$ cat config.mk
export PLATFORM = sky130hd
export DESIGN_NAME = smm_sched_flat
export DESIGN_NICKNAME = d
export VERILOG_FILES = /design/src/rtl/smm_sched_if.sv /design/src/rtl/smm_sched.sv /design/src/flat_wrapper.sv
export SDC_FILE = /design/constraint.sdc
export NUM_CORES = 1
export LEC_CHECK = 0
export CORE_AREA = 2 2 409 411
export DETAILED_ROUTE_END_ITERATION = 12
export DIE_AREA = 0 0 411 413
export SLEW_MARGIN = 20
export SYNTH_ARGS = -nofsm -noshare
export SYNTH_HDL_FRONTEND = slang
export SYNTH_SLANG_ARGS = --single-unit
export TNS_END_PERCENT = 20
$ cat constraint.sdc
create_clock -name clk -period 2 [get_ports clk]
set_clock_uncertainty 0.05 [all_clocks]
set_input_delay 0.6 -clock clk [delete_from_list [all_inputs] [get_ports clk]]
set_output_delay 0.6 -clock clk [all_outputs]
set_load 0.05 [all_outputs]
$ cat src/rtl/smm_sched_if.sv
// Handshake and multiplier bus between the layer sequencers, the scheduler and
// the shared 2x2 Strassen multiplier.
// master: requester/multiplier/consumer side. slave: the scheduler.
interface smm_sched_if #(
    parameter int BUSWIDTH = 128
);
    logic [1:0]          req_valid;
    logic [1:0]          req_ready;
    logic [BUSWIDTH-1:0] req0_a;
    logic [BUSWIDTH-1:0] req0_b;
    logic                req0_sel;
    logic [BUSWIDTH-1:0] req1_a;
    logic [BUSWIDTH-1:0] req1_b;
    logic                req1_sel;
    logic                mm_load;
    logic                mm_sel;
    logic [BUSWIDTH-1:0] mm_a;
    logic [BUSWIDTH-1:0] mm_b;
    logic [BUSWIDTH-1:0] mm_c;
    logic                rsp_valid;
    logic                rsp_ready;
    logic [BUSWIDTH-1:0] rsp_c;
    logic                rsp_id;

    modport master (
        output req_valid, req0_a, req0_b, req0_sel, req1_a, req1_b, req1_sel, mm_c, rsp_ready,
        input  req_ready, mm_load, mm_sel, mm_a, mm_b, rsp_valid, rsp_c, rsp_id
    );

    modport slave (
        input  req_valid, req0_a, req0_b, req0_sel, req1_a, req1_b, req1_sel, mm_c, rsp_ready,
        output req_ready, mm_load, mm_sel, mm_a, mm_b, rsp_valid, rsp_c, rsp_id
    );
endinterface

$ cat src/rtl/smm_sched.sv
// Two-requester round-robin scheduler for one shared 2x2 Strassen multiplier.
// A granted job's operands are parked on mm_a/mm_b/mm_sel, a one-cycle load
// strobe is issued, a fixed MM_LAT countdown waits for C_out, and the captured
// result goes back on a valid/ready response tagged with the requester id.
// Optional: define SMM_SCHED_PERF_EN to add jobs_done / stall_cycles counters.
module smm_sched #(
    parameter int DATAWIDTH = 32,
    parameter int BUSWIDTH  = DATAWIDTH * 4,
    parameter int MM_LAT    = 10
) (
    input  logic       clk,
    input  logic       rst,
    smm_sched_if.slave bus
`ifdef SMM_SCHED_PERF_EN
    ,
    output logic [31:0] jobs_done,
    output logic [31:0] stall_cycles
`endif
);

    localparam int CW = $clog2(MM_LAT);

    typedef enum logic [1:0] {IDLE, ISSUE, WAIT, DONE} state_t;

    state_t              state;
    logic                ptr;
    logic [CW-1:0]       cnt;
    logic                any_req;
    logic                grant;
    logic [BUSWIDTH-1:0] gnt_a;
    logic [BUSWIDTH-1:0] gnt_b;
    logic                gnt_sel;

    assign any_req = |bus.req_valid;
    // Pointer holder wins if it is asking, otherwise the other requester.
    assign grant   = bus.req_valid[ptr] ? ptr : ~ptr;
    assign gnt_a   = grant ? bus.req1_a   : bus.req0_a;
    assign gnt_b   = grant ? bus.req1_b   : bus.req0_b;
    assign gnt_sel = grant ? bus.req1_sel : bus.req0_sel;

    // Accept strobe: only in IDLE, only to the granted requester, never during reset.
    always_comb begin
        bus.req_ready = 2'b00;
        if (state == IDLE && any_req && !rst)
            bus.req_ready[grant] = 1'b1;
    end

    // Job sequencing: grant -> load strobe -> latency countdown -> hold response.
    always_ff @(posedge clk) begin
        if (rst) begin
            state         <= IDLE;
            ptr           <= 1'b0;
            cnt           <= '0;
            bus.mm_load   <= 1'b0;
            bus.mm_sel    <= 1'b0;
            bus.mm_a      <= '0;
            bus.mm_b      <= '0;
            bus.rsp_valid <= 1'b0;
            bus.rsp_c     <= '0;
            bus.rsp_id    <= 1'b0;
        end else begin
            case (state)
                IDLE: begin
                    if (any_req) begin
                        bus.mm_a    <= gnt_a;
                        bus.mm_b    <= gnt_b;
                        bus.mm_sel  <= gnt_sel;
                        bus.rsp_id  <= grant;
                        ptr         <= ~grant;
                        bus.mm_load <= 1'b1;
                        state       <= ISSUE;
                    end
                end
                ISSUE: begin
                    bus.mm_load <= 1'b0;
                    cnt         <= CW'(MM_LAT - 1);
                    state       <= WAIT;
                end
                WAIT: begin
                    // Multiplier samples operands continuously, so they stay parked here.
                    if (cnt == '0) begin
                        bus.rsp_c     <= bus.mm_c;
                        bus.rsp_valid <= 1'b1;
                        state         <= DONE;
                    end else begin
                        cnt <= cnt - CW'(1);
                    end
                end
                DONE: begin
                    // No grant in the handshake cycle; IDLE can grant on the next one.
                    if (bus.rsp_ready) begin
                        bus.rsp_valid <= 1'b0;
                        state         <= IDLE;
                    end
                end
                default: state <= IDLE;
            endcase
        end
    end

`ifdef SMM_SCHED_PERF_EN
    // Completed responses and cycles lost to a stalled result consumer.
    always_ff @(posedge clk) begin
        if (rst) begin
            jobs_done    <= '0;
            stall_cycles <= '0;
        end else if (state == DONE) begin
            if (bus.rsp_ready) jobs_done    <= jobs_done + 32'd1;
            else               stall_cycles <= stall_cycles + 32'd1;
        end
    end
`endif

endmodule

$ cat src/flat_wrapper.sv
// flat-port wrapper written by rule: the top's interface ports become plain ports
module smm_sched_flat 
#(
    parameter int DATAWIDTH = 32,
    parameter int BUSWIDTH  = DATAWIDTH * 4,
    parameter int MM_LAT    = 10
)
  (clk, rst, bus_req_valid, bus_req0_a, bus_req0_b, bus_req0_sel, bus_req1_a, bus_req1_b, bus_req1_sel, bus_mm_c, bus_rsp_ready, bus_req_ready, bus_mm_load, bus_mm_sel, bus_mm_a, bus_mm_b, bus_rsp_valid, bus_rsp_c, bus_rsp_id);
  smm_sched_if #(.BUSWIDTH(BUSWIDTH)) bus_i ();
  input  logic clk;
  input  logic rst;
  input wire logic [$bits(bus_i.req_valid)-1:0] bus_req_valid;
  input wire logic [$bits(bus_i.req0_a)-1:0] bus_req0_a;
  input wire logic [$bits(bus_i.req0_b)-1:0] bus_req0_b;
  input wire logic [$bits(bus_i.req0_sel)-1:0] bus_req0_sel;
  input wire logic [$bits(bus_i.req1_a)-1:0] bus_req1_a;
  input wire logic [$bits(bus_i.req1_b)-1:0] bus_req1_b;
  input wire logic [$bits(bus_i.req1_sel)-1:0] bus_req1_sel;
  input wire logic [$bits(bus_i.mm_c)-1:0] bus_mm_c;
  input wire logic [$bits(bus_i.rsp_ready)-1:0] bus_rsp_ready;
  output wire logic [$bits(bus_i.req_ready)-1:0] bus_req_ready;
  output wire logic [$bits(bus_i.mm_load)-1:0] bus_mm_load;
  output wire logic [$bits(bus_i.mm_sel)-1:0] bus_mm_sel;
  output wire logic [$bits(bus_i.mm_a)-1:0] bus_mm_a;
  output wire logic [$bits(bus_i.mm_b)-1:0] bus_mm_b;
  output wire logic [$bits(bus_i.rsp_valid)-1:0] bus_rsp_valid;
  output wire logic [$bits(bus_i.rsp_c)-1:0] bus_rsp_c;
  output wire logic [$bits(bus_i.rsp_id)-1:0] bus_rsp_id;
  assign bus_i.req_valid = bus_req_valid;
  assign bus_i.req0_a = bus_req0_a;
  assign bus_i.req0_b = bus_req0_b;
  assign bus_i.req0_sel = bus_req0_sel;
  assign bus_i.req1_a = bus_req1_a;
  assign bus_i.req1_b = bus_req1_b;
  assign bus_i.req1_sel = bus_req1_sel;
  assign bus_i.mm_c = bus_mm_c;
  assign bus_i.rsp_ready = bus_rsp_ready;
  assign bus_req_ready = bus_i.req_ready;
  assign bus_mm_load = bus_i.mm_load;
  assign bus_mm_sel = bus_i.mm_sel;
  assign bus_mm_a = bus_i.mm_a;
  assign bus_mm_b = bus_i.mm_b;
  assign bus_rsp_valid = bus_i.rsp_valid;
  assign bus_rsp_c = bus_i.rsp_c;
  assign bus_rsp_id = bus_i.rsp_id;
  smm_sched #(.DATAWIDTH(DATAWIDTH), .BUSWIDTH(BUSWIDTH), .MM_LAT(MM_LAT)) u_core (.clk(clk), .rst(rst), .bus(bus_i));
endmodule
==> flow_summary.yaml <==
critical_path:
  critPathMaxFanout: 4
  critPathLaunchType: "register"
  crit_buf_inv: 2
  cp.arrival_ns: 1.64
  cpPeakStageDelay_ns: 0.32
  crit_required_ns: 1.35
  crit_family: "flip-flops"
  worstPathCellList: "inv_2 > ha_4 > nand3b_1 > a21oi_4 > buf_12"
  endpoint_kind: "primary output"
  crit_path_end: "bus_req_ready[0]"
  r2r_end: "u_core.bus.rsp_valid"
  r2r_start: "u_core.state[0]"
  cp-startpoint: "u_core.state[0]"
  r2r_cells: 7
  path_depth: 5
  critPathKind: "register to primary output"
  r2r_slack_ns: 0.06
  crit_slowest_cell: "dfxtp_2"
logic_synthesis:
  yosysTopAreaCell: "dfxtp_1"
  synth.distinct_cells: 37
  ys_seq_elements: 395
  synth_top_family_by_area: "compound AO/OA/AOI/OAI gates"
  synth_mux_area_frac: 0.001279
  synth_top_cell_area_share: 0.5054
  synth-compound-area-share: 0.2519
  yosys_warnings: 0
  synthTopCellsByArea: "dfxtp_1, a221o_1, nor3b_1"
  netlist_instances: 1739
  syn_nets: 2392
  synth-simple-area-share: 0.1793
  synthesis.area_um2: 15650
  synth_fa_ha_area_frac: 0.004798
  synthXorXnorAreaFrac: 0
  synth_area_per_cell_um2: 8.997
  seq_area_frac_synth: 0.5054
cts:
  clock_path_buffers: 3
  h-tree-depth: 2
  cts_sinks: 395
  clk_pin_slew_ns: 0.06
  cts-buffers-inserted: 51
  root_buffer: "clkbuf_16"
  clk_latency_ns: 0.63
  holdBufCountCts: 0
  cts_tree: "yes"
routing:
  ant_nets: 0
  wl_per_cell_um: 28.17
  drc_errors: 0
  avgViaCountPerCell: 3.860
  drt-total-wl_um: 141500
  drt_iter0_markers: 1481
  vias: 19380
  dr.pass1.iters: 5
timing:
  rsz0062_at_grt: "true"
  max_freq_ghz: 0.4364
  min_period_ns: 2.291
  final.setup.worst_slack_ns: -0.2912
  slew_viol_final: 0
  period_share: 1.146
  hold_viol: 0
  tightest_slew_ns: 0.5501
  fin_hold_ws_ns: 0.2797
  relSlewSlack: 0.6332
  setup_viol: 2
pwr:
  p_leak_nw: 11.41
  power.total_mw: 42.90
  irDropWorstVdd_uv: 1049
  power.density_nw_per_um2: 1371
cells_and_area:
  drive_gt1_frac: 0.2206
  fin_cells: 5021
  syn2layout_area_growth_pct: 100.0
  nets: 3396
global_route:
  track_usage: 0.1563
  grt_pass1_wl_um: 177200
  antenna_found_initial: 140
  gr-total-overflow: 0
  grt_max_degree: 103
  grt_pass1_vias: 18200
placement:
  io_buffers: 1036
  dpl.hpwl_um: 118300
  placed_cells: 4887
  routabilityCongestion: 0.9271
min_path:
  min-delay-start: "rst"
  hold_class: "input pin to register"
die:
  dieArea_um2: 169700
  die_y_um: 413
  die_w_um: 411
  num_io_pins: 1037
  core_region_area_um2: 165900
  initial_core_util: 0.09431
  core.rowCount: 150
run:
  maxCapViolCount: 0
status:
  status: "complete, but fails checks"
  violations: "setup timing"
[sequential cells by signal, summed over array words and instances (netlist names)]
register              flops
u_core.ptr                1
u_core.bus.rsp_c        128
u_core.cnt                4
u_core.bus.mm_b         128
u_core.bus.mm_sel         1
u_core.state              2
u_core.bus.mm_a         128
u_core.bus.rsp_valid      1
u_core.bus.mm_load        1
u_core.bus.rsp_id         1
[final cells by class]
| type | instances | area, um^2 |
|---|---|---|
| Sequential cell | 395 | 7920 |
| Antenna cell | 34 | 85.08 |
| Clock buffer | 71 | 1473 |
| Inverter | 7 | 27.53 |
| Fill cell | 18370 | 134600 |
| Multi-Input combinational cell | 1144 | 6943 |
| Clock inverter | 22 | 232.7 |
| Tap cell | 2204 | 2758 |
| Timing Repair Buffer | 1144 | 11860 |
[kinds of logic (layout without fill, tap and decap cells)]
| group | after synthesis | count (layout) |
|---|---|---|
| other cells | 0 | 34 |
| buf+inv | 200 | 1244 |
| simple gates | 538 | 538 |
| flops | 395 | 395 |
| fa+ha+maj | 6 | 6 |
| mux | 2 | 2 |
| compound gates | 598 | 598 |
[worst min-delay path, delay by kind of cell]
kind	cells	cell delay, ns
simple gates	1	0.06
buf+inv	1	0.09
compound gates	1	0.16
[where the power goes]
| part | leakage [nW] | switching (mW) | internal (mW) |
|---|---|---|---|
| registers | 3.25 | 1.49 | 9.99 |
| clock network | 0.830 | 4.17 | 5.44 |
| logic | 7.33 | 14.0 | 7.81 |
| total | 11.4 | 19.7 | 23.2 |
[cell usage after synthesis]
library cell  count
dfxtp_1         395
nand2_1         261
o21ai_0         196
nor3b_1         160
a221o_1         159
a21oi_1         134
clkbuf_1        128
a31oi_1          98
nand3_1          98
buf_2            47
buf_6            11
inv_1             7
ha_1              6
buf_1             5
nor2_1            4
nand2b_1          3
a21o_1            2
mux2i_1           2
nand3b_1          2
nor2b_1           2
o21a_1            2
o21ai_1           2
a21bo_2           1
a21oi_2           1
a221oi_1          1
a311oi_1          1
a31o_2            1
and4_4            1
buf_4             1
clkbuf_2          1
nand4b_1          1
nand4bb_1         1
nor4_1            1
nor4b_1           1
nor4bb_1          1
or2b_1            1
or3b_2            1
[worst min-delay path by stage]
stage,endpoint,cells after the start
floorplan,u_core.cnt[1],2
global placement,u_core.bus.rsp_c[112],2
detailed placement,u_core.bus.rsp_c[15],2
CTS,u_core.bus.rsp_id,3
global route,u_core.bus.rsp_id,3
finish,u_core.bus.rsp_id,3
[cell usage in the layout (no fill, tap or decap), types with 3 or more instances in the layout]
cell type,synthesis,layout
buf_12,0,128
nor2_1,4,4
a21oi_1,134,134
buf_6,11,9
clkinv_4,0,4
ha_1,6,3
nand2_1,261,259
o21ai_0,196,196
clkbuf_16,0,52
clkdlybuf4s50_1,0,644
nor3b_1,160,160
a31oi_1,98,98
a221o_1,159,159
diode_2,0,34
nand3_1,98,98
clkinv_2,0,9
clkbuf_8,0,10
clkinvlp_4,0,4
clkbuf_1,128,9
inv_1,7,4
buf_4,1,359
dfxtp_1,395,385
dfxtp_2,0,10
buf_8,0,3
[per-stage QoR]
step | TNS [ns] | cell area, um^2 | util | setup slack (ns)
floorplan | -0.02272 | 15670 | - | -0.02272
global route | -0.9723 | 31230 | 0.1882 | -0.3787
finish | -0.5225 | 31300 | 0.1886 | -0.2912
detailed placement | -106.82 | 29370 | 0.1770 | -0.5029
CTS | -0.5837 | 31170 | 0.1879 | -0.3275
global placement | -97.46 | 29370 | 0.1770 | -0.4465
[layer usage]
metal,vias to the layer above,share of wire,global-route usage
li1,8456,-,-
met1,9492,0.40,0.1892
met2,1108,0.46,0.2506
met3,273,0.11,0.06474
met4,50,0.029,0.04857
met5,-,0.0025,0
[timing repair]
item,in CTS,in global routing
resized for setup,23,10
buffers inserted,5,2
pin swaps,1,1
endpoints found under the setup margin,15,13
No activity file was read; power rests on OpenSTA's default activity.
